==> config.mk <==
export PLATFORM = sky130hd
export DESIGN_NAME = syn_tx
export DESIGN_NICKNAME = d
export VERILOG_FILES = /design/src/rtl/syn_pkg.sv /design/src/rtl/syn_tx_buf.sv /design/src/rtl/syn_tx.sv
export SDC_FILE = /design/constraint.sdc
export NUM_CORES = 1
export LEC_CHECK = 0
export CAP_MARGIN = 20
export CORE_AREA = 10 10 72 90
export CTS_BUF_LIST = sky130_fd_sc_hd__clkbuf_16
export CTS_CLUSTER_SIZE = 40
export DETAILED_ROUTE_END_ITERATION = 12
export DIE_AREA = 0 0 82 100
export GPL_TIMING_DRIVEN = 0
export PLACE_DENSITY = 0.46
export SETUP_SLACK_MARGIN = 0.2
export SYNTH_ARGS = -nofsm -noshare
export SYNTH_HDL_FRONTEND = slang
export SYNTH_SLANG_ARGS = --single-unit
==> constraint.sdc <==
create_clock -name clk_10M -period 3.7 [get_ports clk_10M]
set_input_delay 0.555 -clock clk_10M [delete_from_list [all_inputs] [get_ports clk_10M]]
set_output_delay 0.555 -clock clk_10M [all_outputs]
set_load 0.005 [all_outputs]
==> src/rtl/syn_pkg.sv <==
`default_nettype none
// ============================================================================
// Module   : syn_pkg
// Purpose  : Shared types and default timing for the sync-word link
//            (transmitter side and the slave-side receiver it feeds).
// Revision : 1.0 - initial release
// ============================================================================
package syn_pkg;

  // Transmitter frame sequencer states
  typedef enum logic [1:0] {
    IDLE  = 2'd0,
    START = 2'd1,
    DATA  = 2'd2,
    GUARD = 2'd3
  } syn_state_e;

  localparam int SYN_WORD_W    = 8;
  // Receiver detects start after START+1 = 3 high cycles
  localparam int SYN_START_CYC = 3;
  // Receiver bit period BAUD_DIV+1
  localparam int SYN_BIT_CYC   = 5;
  // Shortest guard that lets the receiver return to idle before a new start
  localparam int SYN_GUARD_MIN = 5;

  // Largest of three timing values, used to size the shared cycle counter
  function automatic int syn_max3(input int a, input int b, input int c);
    int m;
    m = (a > b) ? a : b;
    return (m > c) ? m : c;
  endfunction

endpackage
`default_nettype wire

==> src/rtl/syn_tx_buf.sv <==
`default_nettype none
// ============================================================================
// Module   : syn_tx_buf
// Purpose  : One-entry holding register with valid/ready on the write side.
//            The frame sequencer empties it with a single-cycle read strobe.
// Revision : 1.0 - initial release
// ============================================================================
module syn_tx_buf
  import syn_pkg::*;
(
  input  logic                  clk_i,
  input  logic                  rst_i,
  input  logic                  wr_valid_i,
  input  logic [SYN_WORD_W-1:0] wr_data_i,
  input  logic                  rd_i,
  output logic                  full_o,
  output logic [SYN_WORD_W-1:0] data_o
);

  logic                  full_q;
  logic [SYN_WORD_W-1:0] data_q;

  // Read only happens when full and write only when empty, so the two never collide
  always_ff @(posedge clk_i) begin
    if (rst_i) begin
      full_q <= 1'b0;
      data_q <= '0;
    end else if (rd_i) begin
      full_q <= 1'b0;
    end else if (wr_valid_i && !full_q) begin
      full_q <= 1'b1;
      data_q <= wr_data_i;
    end
  end

  assign full_o = full_q;
  assign data_o = data_q;

endmodule
`default_nettype wire

==> src/rtl/syn_tx.sv <==
`default_nettype none
// ============================================================================
// Module   : syn_tx
// Purpose  : Serial sync-word transmitter. Frames each byte as a high start
//            pulse, 8 data bits MSB first, and a low guard gap.
// Options  : SYN_TX_REPEAT_EN - resend the last byte after REPEAT_CYC idle
//            cycles with an empty buffer.
// Revision : 1.0 - initial release
// ============================================================================
module syn_tx
  import syn_pkg::*;
#(
  parameter int START_CYC  = SYN_START_CYC,
  parameter int BIT_CYC    = SYN_BIT_CYC,
  parameter int GUARD_CYC  = 8
`ifdef SYN_TX_REPEAT_EN
  ,
  parameter int REPEAT_CYC = 1000
`endif
) (
  input  logic                  clk_10M,
  input  logic                  rst,
  input  logic                  tx_valid,
  input  logic [SYN_WORD_W-1:0] tx_data,
  output logic                  tx_ready,
  output logic                  data_to_slave,
  output logic                  busy,
  output logic                  frame_done
);

  localparam int CW = $clog2(syn_max3(START_CYC, BIT_CYC, GUARD_CYC) + 1);
  localparam logic [CW-1:0] c_START_LAST = CW'(START_CYC - 1);
  localparam logic [CW-1:0] c_BIT_LAST   = CW'(BIT_CYC - 1);
  localparam logic [CW-1:0] c_GUARD_LAST = CW'(GUARD_CYC - 1);
  localparam logic [CW-1:0] c_GUARD_PRE  = CW'(GUARD_CYC - 2);

  syn_state_e            state_q;
  logic [CW-1:0]         cyc_q;
  logic [2:0]            bit_q;
  logic [SYN_WORD_W-1:0] shift_q;
  logic                  line_q;
  logic                  done_q;

  logic                  buf_full;
  logic [SYN_WORD_W-1:0] buf_data;
  logic                  drain_d;
  logic                  start_d;
  logic [SYN_WORD_W-1:0] start_byte_d;

  // A buffered byte is consumed on the same edge the frame starts
  assign drain_d = (state_q == IDLE) && buf_full;

  syn_tx_buf u_buf (
    .clk_i      (clk_10M),
    .rst_i      (rst),
    .wr_valid_i (tx_valid),
    .wr_data_i  (tx_data),
    .rd_i       (drain_d),
    .full_o     (buf_full),
    .data_o     (buf_data)
  );

`ifdef SYN_TX_REPEAT_EN
  localparam int RW = $clog2(REPEAT_CYC + 1);
  localparam logic [RW-1:0] c_REP_LAST = RW'(REPEAT_CYC - 1);

  logic [RW-1:0]         idle_q;
  logic [SYN_WORD_W-1:0] last_q;
  logic                  last_vld_q;
  logic                  rep_d;

  // Repeat only fires with an empty buffer, so a fresh byte always wins
  assign rep_d        = (state_q == IDLE) && !buf_full && last_vld_q && (idle_q == c_REP_LAST);
  assign start_d      = drain_d || rep_d;
  assign start_byte_d = buf_full ? buf_data : last_q;

  // Track idle time and remember the byte of every frame that starts
  always_ff @(posedge clk_10M) begin
    if (rst) begin
      idle_q     <= '0;
      last_q     <= '0;
      last_vld_q <= 1'b0;
    end else if (start_d) begin
      idle_q     <= '0;
      last_q     <= start_byte_d;
      last_vld_q <= 1'b1;
    end else if ((state_q == IDLE) && !buf_full) begin
      idle_q <= (idle_q == c_REP_LAST) ? '0 : idle_q + 1'b1;
    end
  end
`else
  assign start_d      = drain_d;
  assign start_byte_d = buf_data;
`endif

  // Frame sequencer: start pulse, MSB-first data bits, guard gap
  always_ff @(posedge clk_10M) begin
    if (rst) begin
      state_q <= IDLE;
      cyc_q   <= '0;
      bit_q   <= '0;
      shift_q <= '0;
      line_q  <= 1'b0;
      done_q  <= 1'b0;
    end else begin
      done_q <= 1'b0;
      unique case (state_q)
        IDLE: begin
          if (start_d) begin
            state_q <= START;
            shift_q <= start_byte_d;
            line_q  <= 1'b1;
            cyc_q   <= '0;
          end
        end
        START: begin
          if (cyc_q == c_START_LAST) begin
            state_q <= DATA;
            line_q  <= shift_q[SYN_WORD_W-1];
            cyc_q   <= '0;
            bit_q   <= '0;
          end else begin
            cyc_q <= cyc_q + 1'b1;
          end
        end
        DATA: begin
          if (cyc_q == c_BIT_LAST) begin
            cyc_q <= '0;
            if (bit_q == 3'd7) begin
              state_q <= GUARD;
              line_q  <= 1'b0;
              done_q  <= (GUARD_CYC == 1);
            end else begin
              bit_q   <= bit_q + 1'b1;
              shift_q <= {shift_q[SYN_WORD_W-2:0], 1'b0};
              line_q  <= shift_q[SYN_WORD_W-2];
            end
          end else begin
            cyc_q <= cyc_q + 1'b1;
          end
        end
        GUARD: begin
          if (cyc_q == c_GUARD_LAST) begin
            state_q <= IDLE;
            cyc_q   <= '0;
          end else begin
            cyc_q  <= cyc_q + 1'b1;
            // Pulse lands on the final guard cycle
            done_q <= (cyc_q == c_GUARD_PRE);
          end
        end
        default: state_q <= IDLE;
      endcase
    end
  end

  assign tx_ready      = ~buf_full;
  assign data_to_slave = line_q;
  assign busy          = (state_q != IDLE);
  assign frame_done    = done_q;

endmodule
`default_nettype wire

[Yosys cells after proc, flatten, opt, wreduce, memory -nomap -nowiden]
Cells that the tools add are included.
Widths: inputs -> output; s select.
Storage, ports and cells
  flip-flop bits (word level): 28
  output and inout port bits: 4
  bits of input ports: 11
  logic and storage cells: 66
Operators by class
  reduce and logical (&&, ||, !) cells: 15
  equal/unequal tests: 14
  add/subtract/negate cells: 2
  mux-type cells: 24
  bitwise logic cells: 3
Operators with widths (count)
  $mux 8: 3
  $mux 4: 4
  $pmux 4 s4: 1
  $pmux 8 s2: 1
  $eq 4x3->1 const B: 3
  $ne 2x2->1 const B: 6
  $reduce_and 4->1: 3
  $mux 2: 5
  $mux 3: 3
  $pmux 2 s4: 1
  $pmux 3 s2: 1
  $reduce_bool 2->1: 3
  $reduce_and 5->1: 1
  $add 4x1->4 const B: 1
  $eq 2x2->1 const B: 2
  $eq 4x2->1 const B: 1
  $mux 1: 4
  $add 3x1->3 const B: 1
  $eq 3x3->1 const B: 1
  $not 1->1: 3
  $pmux 1 s3: 1
  $reduce_bool 3->1: 1
  $reduce_or 3->1: 1
  $eq 2x1->1 const B: 1
  other kinds (5): 6

[Logic depth before layout (Yosys ltp)]
  word-level depth: 4
  mapped depth: 8
  mapped depth without buffers: 6

[By module]
Synthesis repeated with hierarchy kept, for this count alone.
Unflattened totals
  cell total of the unflattened synthesis: 157
  area, all modules: 1490.2 sq um
Modules (own cells, without submodules)
  syn_tx: area an instance 1092.3 sq um, times used 1, cells each 119, sequential area each 380.4 sq um
  syn_tx_buf: area an instance 397.9 sq um, times used 1, cells each 38, sequential area each 180.2 sq um

[Worst setup path before layout]
No wires, ideal clock.
  kind: register to register
  start: register state_q[0]
  end: register line_q (netlist: data_to_slave)
  data required time: 3630 ps
  path slack: 1525 ps
  period minus slack after synthesis: 2175 ps
  arrival time: 2105 ps
  library setup time: 70 ps
  cell stages (with the launch flop): 9
  path buffers: 2
  path through: dfxtp_1 inv_1 ha_1 buf_6 or4b_1 and3_4 buf_6 or4_1 a21oi_1
Between the ends
  cells in the longest elaborated chain, start to end: 4
  elaborated cells on any way between the ends: 10
  classes of those cells: eq/ne: 5; mux: 1; reduce/logical: 4
Ends and longest elaborated chain
  from (decl): line syn_tx.sv:37  | syn_state_e state_q;
  from (signal assigned): line syn_tx.sv:99  | state_q <= IDLE;
  from (signal assigned): line syn_tx.sv:110  | state_q <= START;
  from (signal assigned): line syn_tx.sv:118  | state_q <= DATA;
  $logic_not 2->1: line syn_tx.sv:51, syn_tx.sv:107
  $logic_and 1x1->1: line syn_tx.sv:51  | assign drain_d = (state_q == IDLE) && buf_full;
  $ne 2x2->1 (no line)
  $reduce_and 4->1 (no line)
  to (signal assigned): line syn_tx.sv:119  | line_q <= shift_q[SYN_WORD_W-1];
  to (signal assigned): line syn_tx.sv:136  | line_q <= shift_q[SYN_WORD_W-2];
  to (decl): line syn_tx.sv:41  | logic line_q;
Parallel ways exist; a longest one is shown, timed or not.
A chain may end at the register's enable or synchronous reset.

[Worst setup path after layout]
  start: register state_q[0]
  end: register shift_q[3]
Between the ends
  cells in the longest elaborated chain, start to end: 4
  elaborated cells on any way between the ends: 9
  classes of those cells: eq/ne: 4; mux: 1; reduce/logical: 4
Ends and longest elaborated chain
  $logic_not 2->1: line syn_tx.sv:51, syn_tx.sv:107
  $logic_and 1x1->1: line syn_tx.sv:51
  $ne 2x2->1 (no line)
  $reduce_and 4->1 (no line)
  to (signal assigned): line syn_tx.sv:111  | shift_q <= start_byte_d;
  to (signal assigned): line syn_tx.sv:135  | shift_q <= {shift_q[SYN_WORD_W-2:0], 1'b0};
  to (decl): line syn_tx.sv:40  | logic [SYN_WORD_W-1:0] shift_q;
Parallel ways exist; a longest one is shown, timed or not.

==> PnR_summary.wiki <==
{| class="wikitable"
! Metric !! Value
|-
| Run status || finished, final reports clean
|-
| Switching Fraction || around 34%
|-
| Post-Syn Instances || 156
|-
| Commonest cells after routing, fill and taps aside || 28 x sky130_fd_sc_hd__dfxtp_1, 23 x sky130_fd_sc_hd__nand2_1, 15 x sky130_fd_sc_hd__nor2_1
|-
| Worst setup path startpoint || state_q[0]
|-
| Async set or reset register ratio after synthesis || 0%
|-
| Crit path buf inv count || 2
|-
| Cell mode on critical path || sky130_fd_sc_hd__a211oi_1
|-
| Post-route ant nets || 0
|-
| Antenna violations before repair || 0
|-
| Number of detailed-route iterations in the first pass || 4
|-
| Final Hold Violating Endpoints || 0
|-
| Detail-routed net length per standard cell || 12.61 um
|-
| Clock share of power || 27.4%
|-
| Level count of the clock H-tree || 1
|-
| Placeable core area || 4862 sq um
|-
| CP max stage cell || sky130_fd_sc_hd__a211oi_1
|-
| Capture instance of the worst register-to-register path || shift_q[3]
|-
| Clock edge transition at the registers on the reported setup and hold paths || about 0.070 ns
|-
| Top-level port count || 15
|-
| Total die area || 8200 sq um
|-
| Antenna diode instance count || 0
|-
| Insertion delay to the later sink of the worst-skew pair || 0.26 ns
|-
| Number of flip-flops and latches in the synthesized netlist || 28
|-
| Sinks on the clock net || 28
|-
| Family with the most delay on the worst path || compound AO/OA/AOI/OAI gates
|-
| Vias in the first global route || 1178
|-
| Area of the multi-input gates || 754.5 sq um
|-
| R2R depth || 7
|-
| TritonCTS clock tree || built
|-
| Post-synth cell types || 36
|-
| Hold slack final || 0.4567 ns
|-
| IR drop worst, VDD || 0.1742 mV
|-
| Final worst-path cycle share || about 65%
|-
| Arrival time worst endpoint || 2.57 ns
|-
| Total number of nets in the final design || 195
|-
| FF-to-FF setup slack || 1.31 ns
|-
| Worst slack after detailed placement || 1.295 ns
|-
| Min setup slack post-route || 1.313 ns
|-
| Total congestion overflow || 0
|-
| Quantity of gates resized following cts || 0
|-
| Area added between synthesis and finish || 23.29%
|-
| Most common library cell in the layout ignoring fill and taps || sky130_fd_sc_hd__dfxtp_1
|-
| Total of warnings raised by yosys || 0
|-
| Transition time of the tightest slew-check pin || 0.7136 ns
|-
| DR vias/cell || around 4.7
|-
| Setup repair after global routing missed its margin || no
|-
| CTS hold repair buffers || 0
|-
| CTS Root Cell || sky130_fd_sc_hd__clkbuf_16
|-
| Minimum period implied by the final worst setup slack || ~2.4 ns
|-
| Net Sw Power || 0.3965 mW
|-
| Sequential share of the synthesized area || 40.43%
|-
| Prevailing post-synth register cell || sky130_fd_sc_hd__dfxtp_1
|-
| Max Freq || 0.4189 GHz
|-
| Crit end category || register
|-
| Worst Path Max Fanout || 10
|-
| Worst setup skew after layout || 0.002943 ns
|-
| Reported max-cap violation count || 0
|-
| Standby leakage power || 0.6509 nW
|-
| Stages on the worst setup path || 7
|-
| Cell area after technology mapping || 1386 sq um
|-
| Ordered list of cells on the worst path || inv_1 -> ha_1 -> nor2b_1 -> a211oi_1 -> clkbuf_1 -> nor2_1 -> a211oi_1
|-
| HPWL reported at the end of detailed placement || 2.273 mm
|-
| Flop pwr share || 32.8%
|-
| Maximum number of pins on one net before global-route repair || 17
|-
| Number of pins exceeding their max-slew limit in the final report || 0
|-
| Share of post-route cells with drive strength above 1 || 5.172%
|-
| Total DRC errors in the routed layout || 0
|-
| Starting utilization of the core area || about 29%
|-
| Via count of the routed design || 1117
|-
| Global-route wire length before repair || 5.181 mm
|-
| Number of fill cells || 532
|-
| Hold Path Class || register to register
|-
| Total nets after synthesis || between 150 and 200
|-
| End point of the critical path || shift_q[3]
|-
| Worst slew margin relative to its limit || 52.14%
|-
| Total Neg Setup Slack || 0 ns
|-
| Critical register-to-register path startpoint || state_q[0]
|-
| Internal power summed over all cells || 0.7766 mW
|-
| Kind of start point of the critical path || register
|-
| Peak per-stage delay on the critical path || 0.63 ns
|-
| 1st-iter DRT viols || 108
|-
| Input/output buffers || 14
|-
| Die outline width || around 80 um
|-
| Worst Setup Path Type || register to register
|-
| Data required time at the worst endpoint || 3.88 ns
|-
| Largest buffer count on any clock path || 2
|-
| # Post-CTS Setup Buffers || 0
|-
| RePlAce Congestion || approximately 0.78
|-
| Sequential standard cell area || 560.5 sq um
|-
| Post-synth EDFFs || 0
|-
| # rows || 29
|-
| Post-synthesis area per instance || approximately 8.9 sq um
|-
| Wirelength, routed || just under 3 mm
|-
| # setup viols final || 0
|-
| Share of power burned in combinational logic || 39.8%
|-
| Power Dens Cells || around 690 nW/um^2
|-
| Die Span Y || 100 um
|-
| GRT Resource Usage Total || 7.764%
|-
| Number of buffers created by CTS || 3
|}
layout make-up:
cell class,count,share of cell area [%]
Inverter,7,1.537
Clock inverter,1,1.757
Buffer,8,2.635
Timing Repair Buffer,14,8.199
Multi-Input combinational cell,113,44.14
Clock buffer,3,4.392
Tap cell,62,4.539
Sequential cell,28,32.80
worst reg2reg max path, stage by stage, from the launching register on:
cell,delay [ns]
sky130_fd_sc_hd__dfxtp_1,0.36
sky130_fd_sc_hd__inv_1,0.10
sky130_fd_sc_hd__ha_1,0.30
sky130_fd_sc_hd__nor2b_1,0.23
sky130_fd_sc_hd__a211oi_1,0.63
sky130_fd_sc_hd__clkbuf_1,0.40
sky130_fd_sc_hd__nor2_1,0.07
sky130_fd_sc_hd__a211oi_1,0.22
metrics by stage:
stage / area (sq um) / utilization [%] / cells / total power [mW]
global placement: 1604 / 32.99 / 232 / 0.8442
floorplan: 1386 / - / 156 / 0.7290
global route: 1709 / 35.15 / 236 / 1.255
CTS: 1709 / 35.15 / 236 / 1.183
detailed placement: 1604 / 32.99 / 232 / 0.8599
finish: 1709 / 35.15 / 236 / 1.173
kinds of logic (layout without fill, tap and decap cells):
group,Yosys count,after routing,share of synthesized area [%]
and+or+nand+nor,64,64,24.10
AOI/OAI and AO/OA,30,30,14.89
DFF,28,28,40.43
buffers and inverters,15,33,5.145
muxes,10,10,7.311
adders and majority gates,9,9,8.123
worst min path at each step:
stage,start,endpoint,slack (ns),cells past startpoint
finish,u_buf.data_o[1],u_buf.data_o[1],0.46,2
global route,u_buf.data_o[1],u_buf.data_o[1],0.49,2
CTS,u_buf.data_o[1],u_buf.data_o[1],0.46,2
detailed placement,u_buf.data_o[1],u_buf.data_o[1],0.45,2
global placement,u_buf.data_o[1],u_buf.data_o[1],0.45,2
floorplan,u_buf.data_o[1],u_buf.data_o[1],0.44,2
synthesized netlist by cell type (2+ instances only):
| library cell | count | area, sq um |
|---|---|---|
| sky130_fd_sc_hd__nor2b_1 | 4 | 25.02 |
| sky130_fd_sc_hd__and2_1 | 3 | 18.77 |
| sky130_fd_sc_hd__ha_1 | 9 | 112.6 |
| sky130_fd_sc_hd__buf_6 | 2 | 22.52 |
| sky130_fd_sc_hd__dfxtp_1 | 28 | 560.5 |
| sky130_fd_sc_hd__inv_1 | 7 | 26.28 |
| sky130_fd_sc_hd__a211oi_1 | 9 | 67.56 |
| sky130_fd_sc_hd__nor2_1 | 15 | 56.30 |
| sky130_fd_sc_hd__o31ai_1 | 2 | 15.01 |
| sky130_fd_sc_hd__o221ai_1 | 2 | 17.52 |
| sky130_fd_sc_hd__nand2b_1 | 3 | 18.77 |
| sky130_fd_sc_hd__nand2_1 | 23 | 86.33 |
| sky130_fd_sc_hd__nand3b_1 | 3 | 22.52 |
| sky130_fd_sc_hd__a21oi_1 | 11 | 55.05 |
| sky130_fd_sc_hd__mux2i_1 | 9 | 90.09 |
| sky130_fd_sc_hd__clkbuf_1 | 6 | 22.52 |
layer usage:
layer / vias up / wire length (um) / track usage, % / share of wire [%]
met2: 14 / 1411 / 13.00 / 47
li1: 579 / - / - / -
met1: 520 / 1400 / 8.702 / 47
met3: 4 / 119 / 2.415 / 4.0
met5: - / 0 / 0 / 0
met4: 0 / 44 / 3.412 / 1.5
state kept, by name, indices dropped and copies added (netlist names):
signal and cells:
shift_q 8, u_buf.data_o 8, cyc_q 4, bit_q 3, state_q 2, data_to_slave 1
frame_done 1, u_buf.full_o 1
power groups by stage:
stage	Clock, mW	Combinational [mW]	Sequential [mW]
after detailed placement	0	0.467	0.393
after floorplan	0	0.345	0.384
after global placement	0	0.453	0.391
final	0.321	0.467	0.385
after global routing	0.338	0.524	0.393
after CTS	0.328	0.469	0.386
Note: power is estimated with default switching activity, not from simulation.
